--- src/rtl/fifo_alu_pkg.sv ---
// Shared definitions for the RX-FIFO -> ALU -> TX-FIFO command sequencer.
package fifo_alu_pkg;

    localparam int unsigned DATA_W_DEF = 8;
    localparam int unsigned OP_W_DEF   = 6;
    localparam int unsigned STATE_W    = 3;

    typedef enum logic [STATE_W-1:0] {
        GET_A  = 3'd0,
        GET_B  = 3'd1,
        GET_OP = 3'd2,
        EXEC   = 3'd3,
        SEND   = 3'd4
    } state_e;

    // ALU opcodes carried in the low bits of the third command byte
    localparam logic [OP_W_DEF-1:0] ALU_OP_ADD = 6'h20;
    localparam logic [OP_W_DEF-1:0] ALU_OP_SUB = 6'h22;
    localparam logic [OP_W_DEF-1:0] ALU_OP_AND = 6'h24;
    localparam logic [OP_W_DEF-1:0] ALU_OP_OR  = 6'h25;
    localparam logic [OP_W_DEF-1:0] ALU_OP_XOR = 6'h26;

    // States in which the inter-byte timeout is armed
    function automatic logic is_wait_state(state_e s);
        return (s == GET_B) || (s == GET_OP);
    endfunction

endpackage

--- src/rtl/fifo_alu_ctrl_byte_timeout.sv ---
// Inter-byte cycle counter; expire pulses when the wait reaches TIMEOUT cycles.
module byte_timeout #(
    parameter int unsigned TIMEOUT = 1_000_000
) (
    input  logic clk,
    input  logic reset_n,
    input  logic clr,
    input  logic en,
    output logic expire
);

    localparam int unsigned   CNT_W   = (TIMEOUT > 1) ? $clog2(TIMEOUT + 1) : 1;
    localparam bit            ENABLED = (TIMEOUT != 0);
    localparam logic [CNT_W-1:0] LAST = CNT_W'(TIMEOUT - 1);

    logic [CNT_W-1:0] cnt_q;
    logic [CNT_W-1:0] cnt_d;

    assign expire = ENABLED && en && (cnt_q == LAST);

    // Counter restarts after every pop and after every expiry
    always_comb begin
        cnt_d = cnt_q;
        if (clr || expire || !ENABLED) begin
            cnt_d = '0;
        end else if (en) begin
            cnt_d = cnt_q + CNT_W'(1);
        end
    end

    always_ff @(posedge clk or negedge reset_n) begin
        if (!reset_n) begin
            cnt_q <= '0;
        end else begin
            cnt_q <= cnt_d;
        end
    end

endmodule

--- src/rtl/fifo_alu_ctrl.sv ---
// Command sequencer: pops A, B, opcode from RX FIFO, runs the ALU, pushes result to TX FIFO.
module fifo_alu_ctrl
    import fifo_alu_pkg::*;
#(
    parameter int unsigned DATA_W  = DATA_W_DEF,
    parameter int unsigned OP_W    = OP_W_DEF,
    parameter int unsigned TIMEOUT = 1_000_000
) (
    input  logic              clk,
    input  logic              reset_n,
    input  logic              rx_empty,
    input  logic [DATA_W-1:0] rx_data,
    output logic              rx_rd,
    input  logic              tx_full,
    output logic              tx_wr,
    output logic [DATA_W-1:0] tx_data,
    output logic [DATA_W-1:0] alu_a,
    output logic [DATA_W-1:0] alu_b,
    output logic [OP_W-1:0]   alu_op,
    input  logic [DATA_W-1:0] alu_result,
    output logic              busy,
    output logic              done,
    output logic              timeout_err
);

    state_e            state_q, state_d;
    logic [DATA_W-1:0] a_q, a_d;
    logic [DATA_W-1:0] b_q, b_d;
    logic [OP_W-1:0]   op_q, op_d;
    logic [DATA_W-1:0] res_q, res_d;
    logic              run_q;
    logic              expire;

    byte_timeout #(
        .TIMEOUT (TIMEOUT)
    ) u_byte_timeout (
        .clk     (clk),
        .reset_n (reset_n),
        .clr     (rx_rd),
        .en      (is_wait_state(state_q)),
        .expire  (expire)
    );

    // Next-state and strobes; an expiring wait takes priority over a late byte
    always_comb begin
        state_d     = state_q;
        a_d         = a_q;
        b_d         = b_q;
        op_d        = op_q;
        res_d       = res_q;
        rx_rd       = 1'b0;
        tx_wr       = 1'b0;
        done        = 1'b0;
        timeout_err = 1'b0;
        case (state_q)
            GET_A: begin
                if (run_q && !rx_empty) begin
                    rx_rd   = 1'b1;
                    a_d     = rx_data;
                    state_d = GET_B;
                end
            end
            GET_B: begin
                if (expire) begin
                    timeout_err = 1'b1;
                    state_d     = GET_A;
                end else if (!rx_empty) begin
                    rx_rd   = 1'b1;
                    b_d     = rx_data;
                    state_d = GET_OP;
                end
            end
            GET_OP: begin
                if (expire) begin
                    timeout_err = 1'b1;
                    state_d     = GET_A;
                end else if (!rx_empty) begin
                    rx_rd   = 1'b1;
                    op_d    = rx_data[OP_W-1:0];
                    state_d = EXEC;
                end
            end
            EXEC: begin
                res_d   = alu_result;
                state_d = SEND;
            end
            SEND: begin
                if (!tx_full) begin
                    tx_wr   = 1'b1;
                    done    = 1'b1;
                    state_d = GET_A;
                end
            end
            default: begin
                state_d = GET_A;
            end
        endcase
    end

    // run_q keeps the first pop off the cycle in which reset is released
    always_ff @(posedge clk or negedge reset_n) begin
        if (!reset_n) begin
            state_q <= GET_A;
            a_q     <= '0;
            b_q     <= '0;
            op_q    <= '0;
            res_q   <= '0;
            run_q   <= 1'b0;
        end else begin
            state_q <= state_d;
            a_q     <= a_d;
            b_q     <= b_d;
            op_q    <= op_d;
            res_q   <= res_d;
            run_q   <= 1'b1;
        end
    end

    assign alu_a   = a_q;
    assign alu_b   = b_q;
    assign alu_op  = op_q;
    assign tx_data = res_q;
    assign busy    = (state_q != GET_A);

endmodule

--- config.mk ---
export PLATFORM = sky130hd
export DESIGN_NAME = fifo_alu_ctrl
export DESIGN_NICKNAME = d
export VERILOG_FILES = /design/src/rtl/fifo_alu_pkg.sv /design/src/rtl/fifo_alu_ctrl_byte_timeout.sv /design/src/rtl/fifo_alu_ctrl.sv
export SDC_FILE = /design/constraint.sdc
export NUM_CORES = 1
export LEC_CHECK = 0
export CORE_ASPECT_RATIO = 1.1
export CORE_MARGIN = 2
export CORE_UTILIZATION = 54
export DETAILED_ROUTE_END_ITERATION = 8
export PLACE_DENSITY = 0.84
export SLEW_MARGIN = 10
export SYNTH_ARGS = -nofsm -noshare
export SYNTH_HDL_FRONTEND = slang
export SYNTH_SLANG_ARGS = --single-unit
--- constraint.sdc ---
create_clock -name clk -period 3.2 [get_ports clk]
set_input_delay 0.48 -clock clk [delete_from_list [all_inputs] [get_ports clk]]
set_output_delay 0.48 -clock clk [all_outputs]
set_load 0.005 [all_outputs]
==> results of run 1 <==
-- cell type report --
class                      count  area, sq um
sequential                    54         1350
inverter                       3         11.3
multi-input combinational    154         1110
clock buffer                   6         82.6
fill                         335         1390
timing repair buffer          57          558
clock inverter                 2         17.5
tap                           56         70.1
-- worst reg2reg max path, stage by stage, from the launching register on --
cell and delay [ns]:
dfrtp_1 0.50, xor2_1 0.21, nand2b_1 0.16, a311oi_4 0.27, buf_4 0.37, or2b_1 0.27
a31oi_1 0.16
-- power groups by stage --
stage / sequential (mW) / combinational, mW / clock (mW)
4_1_cts: 1.06 / 1.16 / 0.417
6_report: 1.06 / 1.14 / 0.411
2_1_floorplan: 1.06 / 0.608 / 0
5_1_grt: 1.09 / 1.25 / 0.446
3_5_place_dp: 1.08 / 1.15 / 0
3_3_place_gp: 1.06 / 1.13 / 0
-- how the worst max path moves through the flow --
stage | startpoint | to | slack (ns) | cells past startpoint
floorplan | u_byte_timeout.cnt_q[11] | rx_rd | 1.45 | 6
global placement | rx_empty | rx_rd | 0.81 | 5
detailed placement | rx_empty | rx_rd | 0.80 | 5
CTS | u_byte_timeout.cnt_q[6] | rx_rd | 0.50 | 6
global route | u_byte_timeout.cnt_q[0] | rx_rd | 0.34 | 7
finish | u_byte_timeout.cnt_q[6] | rx_rd | 0.50 | 6
-- routing by layer --
layer	vias to the layer above	track usage	wire length (um)
met4	0	0.0686	85
met3	8	0.0463	170
met2	37	0.342	2640
met1	933	0.260	2270
met5	-	0	0
li1	923	-	-
-- Yosys cell counts, types with 2 or more instances --
library cell,number
nand3_1,14
clkbuf_1,2
dfrtp_1,54
nor4_1,2
mux2_2,31
buf_6,4
nand2b_1,3
a21oi_1,15
nor2_1,9
nand2_1,18
inv_1,3
nand3_2,2
buf_2,5
mux2i_1,7
o21ai_0,4
a31oi_1,15
and3_1,7
nand4_1,8
and2_1,4
a41oi_1,2
-- sequential cells by signal (all words and copies together) (netlist names) --
name                  cells
alu_a                     8
alu_b                     8
alu_op                    6
run_q                     1
state_q                   3
tx_data                   8
u_byte_timeout.cnt_q     20
-- through the flow --
stage / instances / setup slack, ns / util
2_1_floorplan: 224 / 1.45 / -
3_3_place_gp: 324 / 0.815 / 0.676
3_5_place_dp: 324 / 0.796 / 0.676
4_1_cts: 332 / 0.501 / 0.697
5_1_grt: 332 / 0.340 / 0.697
6_report: 332 / 0.501 / 0.697
-- cell families (layout without fill, tap and decap cells) --
family / count (synthesis) / in the layout / synth area share
mux: 38 / 38 / 0.164
flops: 54 / 54 / 0.530
xor+xnor: 1 / 1 / 0.00344
other cells: 1 / 1 / 0.00147
fa+ha+maj: 1 / 1 / 0.00491
simple gates: 74 / 74 / 0.162
buf+inv: 16 / 68 / 0.0393
compound gates: 39 / 39 / 0.0938
==> impl_metrics.py, run 1 <==
metrics = {
    "cts": {
        "hold_buffers": 0,
        "cts_root_buffer": "clkbuf_8",
        "clk_pin_slew_ns": 0.10,
        "cts_tree": "built",
        "clk-insertion-delay-late_ns": 0.31,
        "cts_resized": 0,
        "cts_buffer_depth": 2,
        "numClockSinks": 54,
        "cts_setup_buffers": 0,
        "htree_levels": 2,
        "cts_buffers": 5,
    },
    "yosys": {
        "synth_top_area_frac": 0.530,
        "yosys_warnings": 0,
        "synthArstFlopShare": 1.00,
        "yosysTopAreaCell": "dfrtp_1",
        "ys_seq_area_frac": 0.530,
        "syn_inst": 224,
        "ys_ff_latch": 54,
        "synth_cell_types": 35,
        "synth_area_leaders": "dfrtp_1 (53%), mux2_2 (14%), a31oi_1 (3.7%)",
        "synth_edf_count": 0,
        "syn_area_sq_um": 2550,
        "avgSynthCellArea_sq_um": 11.4,
        "synth-main-ff-cell": "dfrtp_1",
        "synth.net_count": 245,
    },
    "sta": {
        "fmax_ghz": 0.370,
        "maxSlewViolCount": 0,
        "setup_viol": 0,
        "rsz0062_at_grt": "no",
        "worst_slew_pin_slew_ns": 0.659,
        "slew_headroom": 0.557,
        "hold_viol": 0,
        "fin_crit_ns": 2.70,
        "fin_worst_skew_ns": 0.00975,
        "holdWs_ns": 0.132,
        "period_share": 0.844,
        "setup_tns_ns": 0,
    },
    "pwr": {
        "p_leak_nw": 1.34,
        "fin_total_pwr_mw": 2.62,
        "switching_share": 0.326,
        "p_sw_mw": 0.853,
        "power_density_nw_per_um2": 819,
        "power.share.clock": 0.157,
        "p_comb_frac": 0.437,
        "intPower_mw": 1.77,
        "peakVddDrop_uv": 518,
        "seqPwrFrac": 0.406,
    },
    "place": {
        "dpl.hpwl_mm": 3.58,
        "place_area_sq_um": 3100,
        "gp_congestion": 0.795,
        "portBuffers": 54,
    },
    "setup_path": {
        "timing.rr.end": "u_byte_timeout.cnt_q[11]",
        "critPathBufInv": 1,
        "arrival_ns": 2.22,
        "path_delay_family": "simple AND/OR/NAND/NOR gates",
        "end_kind": "primary output",
        "worstSetupPathType": "flip-flop to primary output",
        "cp_max_fo": 9,
        "r2r_start": "state_q[0]",
        "startpoint_type": "flip-flop",
        "critPathMaxStageDelay_ns": 0.48,
        "path_cells": "nor4_1 -> and2_1 -> nand3_2 -> nand2_1 -> o21ai_0 -> clkdlybuf4s50_1",
        "cpMaxStageDelayCell": "dfrtp_1",
        "r2r_slack_ns": 1.17,
        "rr_worst_depth": 6,
        "crit_required_ns": 2.72,
    },
    "routing": {
        "drc": 0,
        "viasPerCell": 5.73,
        "routed-via-count": 1901,
        "drt_first_iter_violations": 171,
        "routed_wl_mm": 5.16,
        "ant_nets": 0,
        "first_pass_iters": 4,
        "detail_route.wl_per_cell_um": 15.6,
    },
    "cells_and_area": {
        "final_cell_mix": "dfrtp_1 (54), clkdlybuf4s50_1 (53), mux2_2 (31), nand2_1 (18)",
        "drive_gt1_frac": 0.181,
        "nets": 296,
        "final_area_sq_um": 3200,
        "final_common_cell": "dfrtp_1",
        "insertedDiodeCount": 0,
        "synthToLayoutAreaGrowth_pct": 25.5,
    },
    "run_status": {
        "outcome": "complete, no violations",
    },
    "grt": {
        "grt_max_degree": 39,
        "grt_pass1_vias": 1831,
        "antenna_found_initial": 0,
        "grt_overflow": 0,
        "grt_pass1_wl_mm": 8.69,
        "grt_usage": 0.204,
    },
    "floorplan": {
        "dieArea_sq_um": 5290,
        "num_rows": 26,
        "ioPinCount": 55,
        "core_sq_um": 4590,
        "initial_core_util": 0.556,
        "fp.dieH_um": 76.1,
        "die_w_um": 69.5,
    },
    "job": {
        "maxCapViolCount": 0,
    },
    "worst_hold_path": {
        "holdCritPathClass": "primary input to asynchronous set/reset pin",
    },
}
Power figures use the tool's default switching activity.
==> run 2: changes to the inputs <==
--- a/config.mk
+++ b/config.mk
@@ -7,9 +7,9 @@
 export LEC_CHECK = 0
 export CORE_ASPECT_RATIO = 1.1
 export CORE_MARGIN = 2
-export CORE_UTILIZATION = 54
+export CORE_UTILIZATION = 45
 export DETAILED_ROUTE_END_ITERATION = 8
-export PLACE_DENSITY = 0.84
+export PLACE_DENSITY = 0.75
 export SLEW_MARGIN = 10
 export SYNTH_ARGS = -nofsm -noshare
 export SYNTH_HDL_FRONTEND = slang
==> constraint.sdc (replaced) <==
create_clock -name clk -period 2.4 [get_ports clk]
set_input_delay 0.36 -clock clk [delete_from_list [all_inputs] [get_ports clk]]
set_output_delay 0.36 -clock clk [all_outputs]
set_load 0.005 [all_outputs]
==> run 2 against run 1 <==
Register-to-register slack worse by 0.71 ns. Critical path depth is 1 higher. Wire length is 3.3% higher. Clock power is 29% higher. Setup slack worse by 0.38 ns. Largest power group unchanged. Global-route usage is 2.7 points lower. Critical path type unchanged. Worst hold slack better by 0.026 ns. Sequential power is 34% higher. Combinational power is 38% higher. Clock skew is 0.0014 ns higher. Largest cell class unchanged.
==> impl_metrics.py, run 2 (synthesized netlist as in run 1, its figures left out) <==
metrics = {
    "grt": {
        "grt_usage": 0.177,
        "antenna_found_initial": 0,
        "grt_overflow": 0,
        "grt_pass1_wl_mm": 8.70,
        "grt_max_degree": 55,
        "grt_pass1_vias": 1906,
    },
    "cells_and_area": {
        "instances_no_fill": 359,
        "insertedDiodeCount": 0,
        "nets": 304,
        "final_cell_mix": "clkdlybuf4s50_1 (51), dfrtp_1 (50), mux2_2 (31), nand2_1 (18)",
        "final_area_sq_um": 3330,
        "synthToLayoutAreaGrowth_pct": 30.7,
        "finish.utilization": 0.613,
        "final_common_cell": "clkdlybuf4s50_1",
        "drive_gt1_frac": 0.236,
        "regMostFlops": "u_byte_timeout.cnt_q",
        "largest_reg_flops": 20,
    },
    "setup_path": {
        "startpoint_type": "flip-flop",
        "path_cells": "nor4_2 -> and3_2 -> buf_4 -> nand3_2 -> nand2_1 -> o21ai_0 -> dlygate4sd2_1",
        "crit_required_ns": 2.04,
        "arrival_ns": 1.92,
        "startpoint": "u_byte_timeout.cnt_q[11]",
        "critPathBufInv": 2,
        "end_kind": "primary output",
        "worstSetupPathType": "flip-flop to primary output",
        "r2r_start": "u_byte_timeout.cnt_q[15]",
        "cp_max_fo": 7,
        "path_delay_family": "simple AND/OR/NAND/NOR gates",
        "cpMaxStageDelayCell": "dfrtp_2",
        "critPathMaxStageDelay_ns": 0.46,
    },
    "routing": {
        "routed-via-count": 1929,
        "ant_nets": 0,
        "drt_first_iter_violations": 128,
        "viasPerCell": 5.37,
        "first_pass_iters": 4,
        "detail_route.wl_per_cell_um": 14.9,
        "routed_wl_mm": 5.33,
        "drc": 0,
    },
    "floorplan": {
        "core_sq_um": 5430,
        "initial_core_util": 0.469,
        "fp.dieH_um": 82.9,
        "dieArea_sq_um": 6280,
        "ioPinCount": 55,
        "die_w_um": 75.8,
        "num_rows": 28,
    },
    "pwr": {
        "p_leak_nw": 1.40,
        "fin_total_pwr_mw": 3.52,
        "power_density_nw_per_um2": 1060,
        "peakVddDrop_uv": 647,
    },
    "place": {
        "place_area_sq_um": 3150,
        "dpl.hpwl_mm": 3.60,
        "gp_congestion": 0.830,
        "preCtsSetupSlack_ns": 0.222,
        "portBuffers": 54,
        "dp.cells": 345,
    },
    "sta": {
        "setup_tns_ns": 0,
        "slew_headroom": 0.545,
        "fin_ws_ns": 0.117,
        "setup_viol": 0,
        "hold_viol": 0,
        "worst_slew_pin_slew_ns": 0.683,
        "fin_worst_skew_ns": 0.0112,
        "fmax_ghz": 0.438,
        "period_share": 0.951,
        "rsz0062_at_grt": "no",
        "fin_crit_ns": 2.28,
        "holdWs_ns": 0.158,
        "maxSlewViolCount": 0,
    },
    "cts": {
        "cts_tree": "built",
        "htree_levels": 2,
        "numClockSinks": 54,
        "cts_root_buffer": "clkbuf_8",
        "cts_buffers": 5,
        "hold_buffers": 0,
        "clk-insertion-delay-late_ns": 0.32,
        "clk_pin_slew_ns": 0.10,
        "cts_buffer_depth": 2,
    },
    "run_status": {
        "outcome": "complete, no violations",
    },
    "worst_hold_path": {
        "holdCritPathClass": "primary input to asynchronous set/reset pin",
    },
    "job": {
        "maxCapViolCount": 0,
    },
}
## run 2: path summary, 6_finish.rpt
kind	to	slack, ns	cells after the start
max	rx_rd	0.12	7
min	u_byte_timeout.cnt_q[8]	0.16	2
max reg2reg	u_byte_timeout.cnt_q[11]	0.46	7
min reg2reg	u_byte_timeout.cnt_q[5]	0.51	1
max in group asynchronous	u_byte_timeout.cnt_q[11]	1.75	2
min in group clk	u_byte_timeout.cnt_q[5]	0.51	1
## run 2: timing repair
action,4_1_cts,5_1_grt
resized for setup,4,10
pin swaps,1,4
buffers inserted,1,5
setup endpoints to repair,2,2
## run 2: worst reg2reg max path, stage by stage (launching register included)
cell      delay (ns)
dfrtp_1         0.50
nor4_2          0.06
and3_2          0.22
buf_4           0.14
a311oi_4        0.32
buf_12          0.23
or2b_1          0.24
a31oi_1         0.15
## run 2: power by group
group | switching, mW | leakage (nW) | internal [mW]
registers | 0.205 | 0.676 | 1.22
logic | 0.639 | 0.676 | 0.929
clock network | 0.314 | 0.0491 | 0.215
total | 1.16 | 1.40 | 2.36
## run 2: area by class of cell
| cell class | count | area (sq um) |
|---|---|---|
| clock inverter | 3 | 26.3 |
| multi-input combinational | 154 | 1140 |
| timing repair buffer | 65 | 632 |
| inverter | 3 | 11.3 |
| clock buffer | 5 | 68.8 |
| fill | 458 | 2100 |
| tap | 75 | 93.8 |
| sequential | 54 | 1360 |
## run 2: metal layers
layer / share of wire / global-route usage / up-vias
met5: 0 / 0 / -
met4: 0.023 / 0.0686 / 0
met3: 0.039 / 0.0437 / 11
met2: 0.51 / 0.285 / 36
met1: 0.43 / 0.223 / 946
li1: - / - / 936
==> run 3: changes to the inputs <==
--- a/config.mk
+++ b/config.mk
@@ -6,10 +6,10 @@
 export NUM_CORES = 1
 export LEC_CHECK = 0
 export CORE_ASPECT_RATIO = 1.1
-export CORE_MARGIN = 2
 export CORE_UTILIZATION = 45
 export DETAILED_ROUTE_END_ITERATION = 8
 export PLACE_DENSITY = 0.75
+export SKIP_LAST_GASP = 1
 export SLEW_MARGIN = 10
 export SYNTH_ARGS = -nofsm -noshare
 export SYNTH_HDL_FRONTEND = slang
==> run 3 against run 2 <==
Non-clock buffer count down 1. Worst hold slack worse by 0.13 ns. Critical path depth down 1. Sequential power about the same. Count of clock-buffer cells in the layout unchanged. First-iteration DRC count down 3.1%. Global-route usage up 0.51 points. Largest cell class unchanged. Setup slack better by 0.023 ns. Die area down 5.0%. Wire length down 4.3%. Register-to-register slack worse by 0.04 ns. Final area down 0.34%.
==> impl_metrics.py, run 3 (synthesized netlist as in run 1, its figures left out) <==
metrics = {
    "setup_path": {
        "startpoint_type": "flip-flop",
        "cp_max_fo": 8,
        "arrival_ns": 1.90,
        "crit_required_ns": 2.04,
        "worstSetupPathType": "flip-flop to primary output",
        "end_kind": "primary output",
    },
    "sta": {
        "period_share": 0.942,
        "rsz0062_at_grt": "no",
        "holdWs_ns": 0.0268,
        "maxSlewViolCount": 0,
        "fin_crit_ns": 2.26,
        "worst_slew_pin_slew_ns": 0.588,
        "setup_viol": 0,
        "slew_headroom": 0.604,
        "setup_tns_ns": 0,
        "hold_viol": 0,
        "fmax_ghz": 0.442,
        "fin_ws_ns": 0.140,
        "fin_worst_skew_ns": 0.00682,
    },
    "cts": {
        "cts_buffers": 5,
        "numClockSinks": 54,
        "clk-insertion-delay-late_ns": 0.31,
        "cts_tree": "built",
        "cts_buffer_depth": 2,
        "htree_levels": 2,
        "cts_root_buffer": "clkbuf_8",
        "clk_pin_slew_ns": 0.10,
    },
    "place": {
        "portBuffers": 54,
        "place_area_sq_um": 3160,
        "gp_congestion": 0.787,
        "dp.cells": 346,
        "dpl.hpwl_mm": 3.58,
        "preCtsSetupSlack_ns": 0.208,
    },
    "grt": {
        "antenna_found_initial": 0,
        "grt_pass1_vias": 1814,
        "grt_overflow": 0,
        "grt_usage": 0.182,
        "grt_max_degree": 32,
        "grt_pass1_wl_mm": 8.38,
    },
    "cells_and_area": {
        "insertedDiodeCount": 0,
        "final_cell_mix": "dfrtp_1 (52), clkdlybuf4s50_1 (51), mux2_2 (31), nand2_1 (18)",
        "nets": 303,
        "instances_no_fill": 358,
        "final_area_sq_um": 3320,
        "regMostFlops": "u_byte_timeout.cnt_q",
        "synthToLayoutAreaGrowth_pct": 30.2,
        "final_common_cell": "dfrtp_1",
        "drive_gt1_frac": 0.219,
        "largest_reg_flops": 20,
        "fillers": 445,
    },
    "floorplan": {
        "die_w_um": 73.8,
        "core_sq_um": 5430,
        "num_rows": 28,
        "initial_core_util": 0.469,
        "dieArea_sq_um": 5970,
        "fp.dieH_um": 80.9,
        "ioPinCount": 55,
    },
    "pwr": {
        "p_leak_nw": 1.41,
        "power_density_nw_per_um2": 1090,
        "peakVddDrop_uv": 624,
    },
    "routing": {
        "drt_first_iter_violations": 124,
        "detail_route.wl_per_cell_um": 14.3,
        "routed-via-count": 1928,
        "viasPerCell": 5.39,
        "routed_wl_mm": 5.10,
        "first_pass_iters": 5,
        "drc": 0,
        "ant_nets": 0,
    },
    "run_status": {
        "outcome": "complete, no violations",
    },
    "worst_hold_path": {
        "holdCritPathClass": "primary input to asynchronous set/reset pin",
    },
    "job": {
        "maxCapViolCount": 0,
    },
}
## run 3: cell count changes in the layout (fill, tap and decap cells not counted), moves of 2 or more
cell     delta
dfrtp_1     +2
dfrtp_2     -2
nor4_1      +2
nor4_2      -2
## run 3: worst paths after layout
kind	depth (start not counted)	slack, ns	from	to
hold / removal	1	0.03	reset_n	u_byte_timeout.cnt_q[8]
setup reg to reg	8	0.42	u_byte_timeout.cnt_q[1]	u_byte_timeout.cnt_q[11]
min in group clk	1	0.50	u_byte_timeout.cnt_q[19]	u_byte_timeout.cnt_q[19]
setup / recovery	6	0.14	u_byte_timeout.cnt_q[11]	rx_rd
max in group asynchronous	2	1.81	reset_n	tx_data[4]
hold reg to reg	1	0.50	u_byte_timeout.cnt_q[19]	u_byte_timeout.cnt_q[19]
## run 3: report_power, final
part	switching (mW)	internal, mW	leakage, nW	total [mW]
clock network	0.311	0.319	0.0591	0.630
logic	0.642	0.933	0.667	1.58
registers	0.185	1.22	0.679	1.40
## run 3: area by class of cell
| cell class | instances | area [sq um] | area share |
|---|---|---|---|
| timing repair buffer | 64 | 624 | 0.188 |
| tap | 75 | 93.8 | 0.0283 |
| sequential | 54 | 1350 | 0.408 |
| inverter | 3 | 11.3 | 0.00339 |
| clock inverter | 3 | 47.5 | 0.0143 |
| clock buffer | 5 | 68.8 | 0.0207 |
| multi-input combinational | 154 | 1120 | 0.337 |
## run 3: through the flow
| stage | utilization | total power [mW] |
|---|---|---|
| detailed placement | 0.582 | 2.98 |
| global route | 0.611 | 3.85 |
| finish | 0.611 | 3.61 |
| global placement | 0.582 | 2.94 |
| CTS | 0.606 | 3.62 |
| floorplan | - | 2.22 |
## run 3: timing repair
action	in CTS	in global routing
buffers inserted	1	3
hold buffers	0	0
pin swaps	1	2
endpoints found under the setup margin	2	2
resized for setup	4	5
## run 3: metal layers
layer	track usage	vias up	wire, um
li1	-	930	-
met1	0.234	948	2280
met2	0.302	43	2560
met3	0.0409	7	213
met4	0.0615	0	52
met5	0	-	0
## run 3: worst max-delay path, cell delays in order (launching register included)
cell           delay (ns)
dfrtp_2              0.46
nor4_1               0.26
and3_2               0.27
nand3_2              0.13
nand2_1              0.11
o21ai_0              0.08
dlygate4sd2_1        0.28
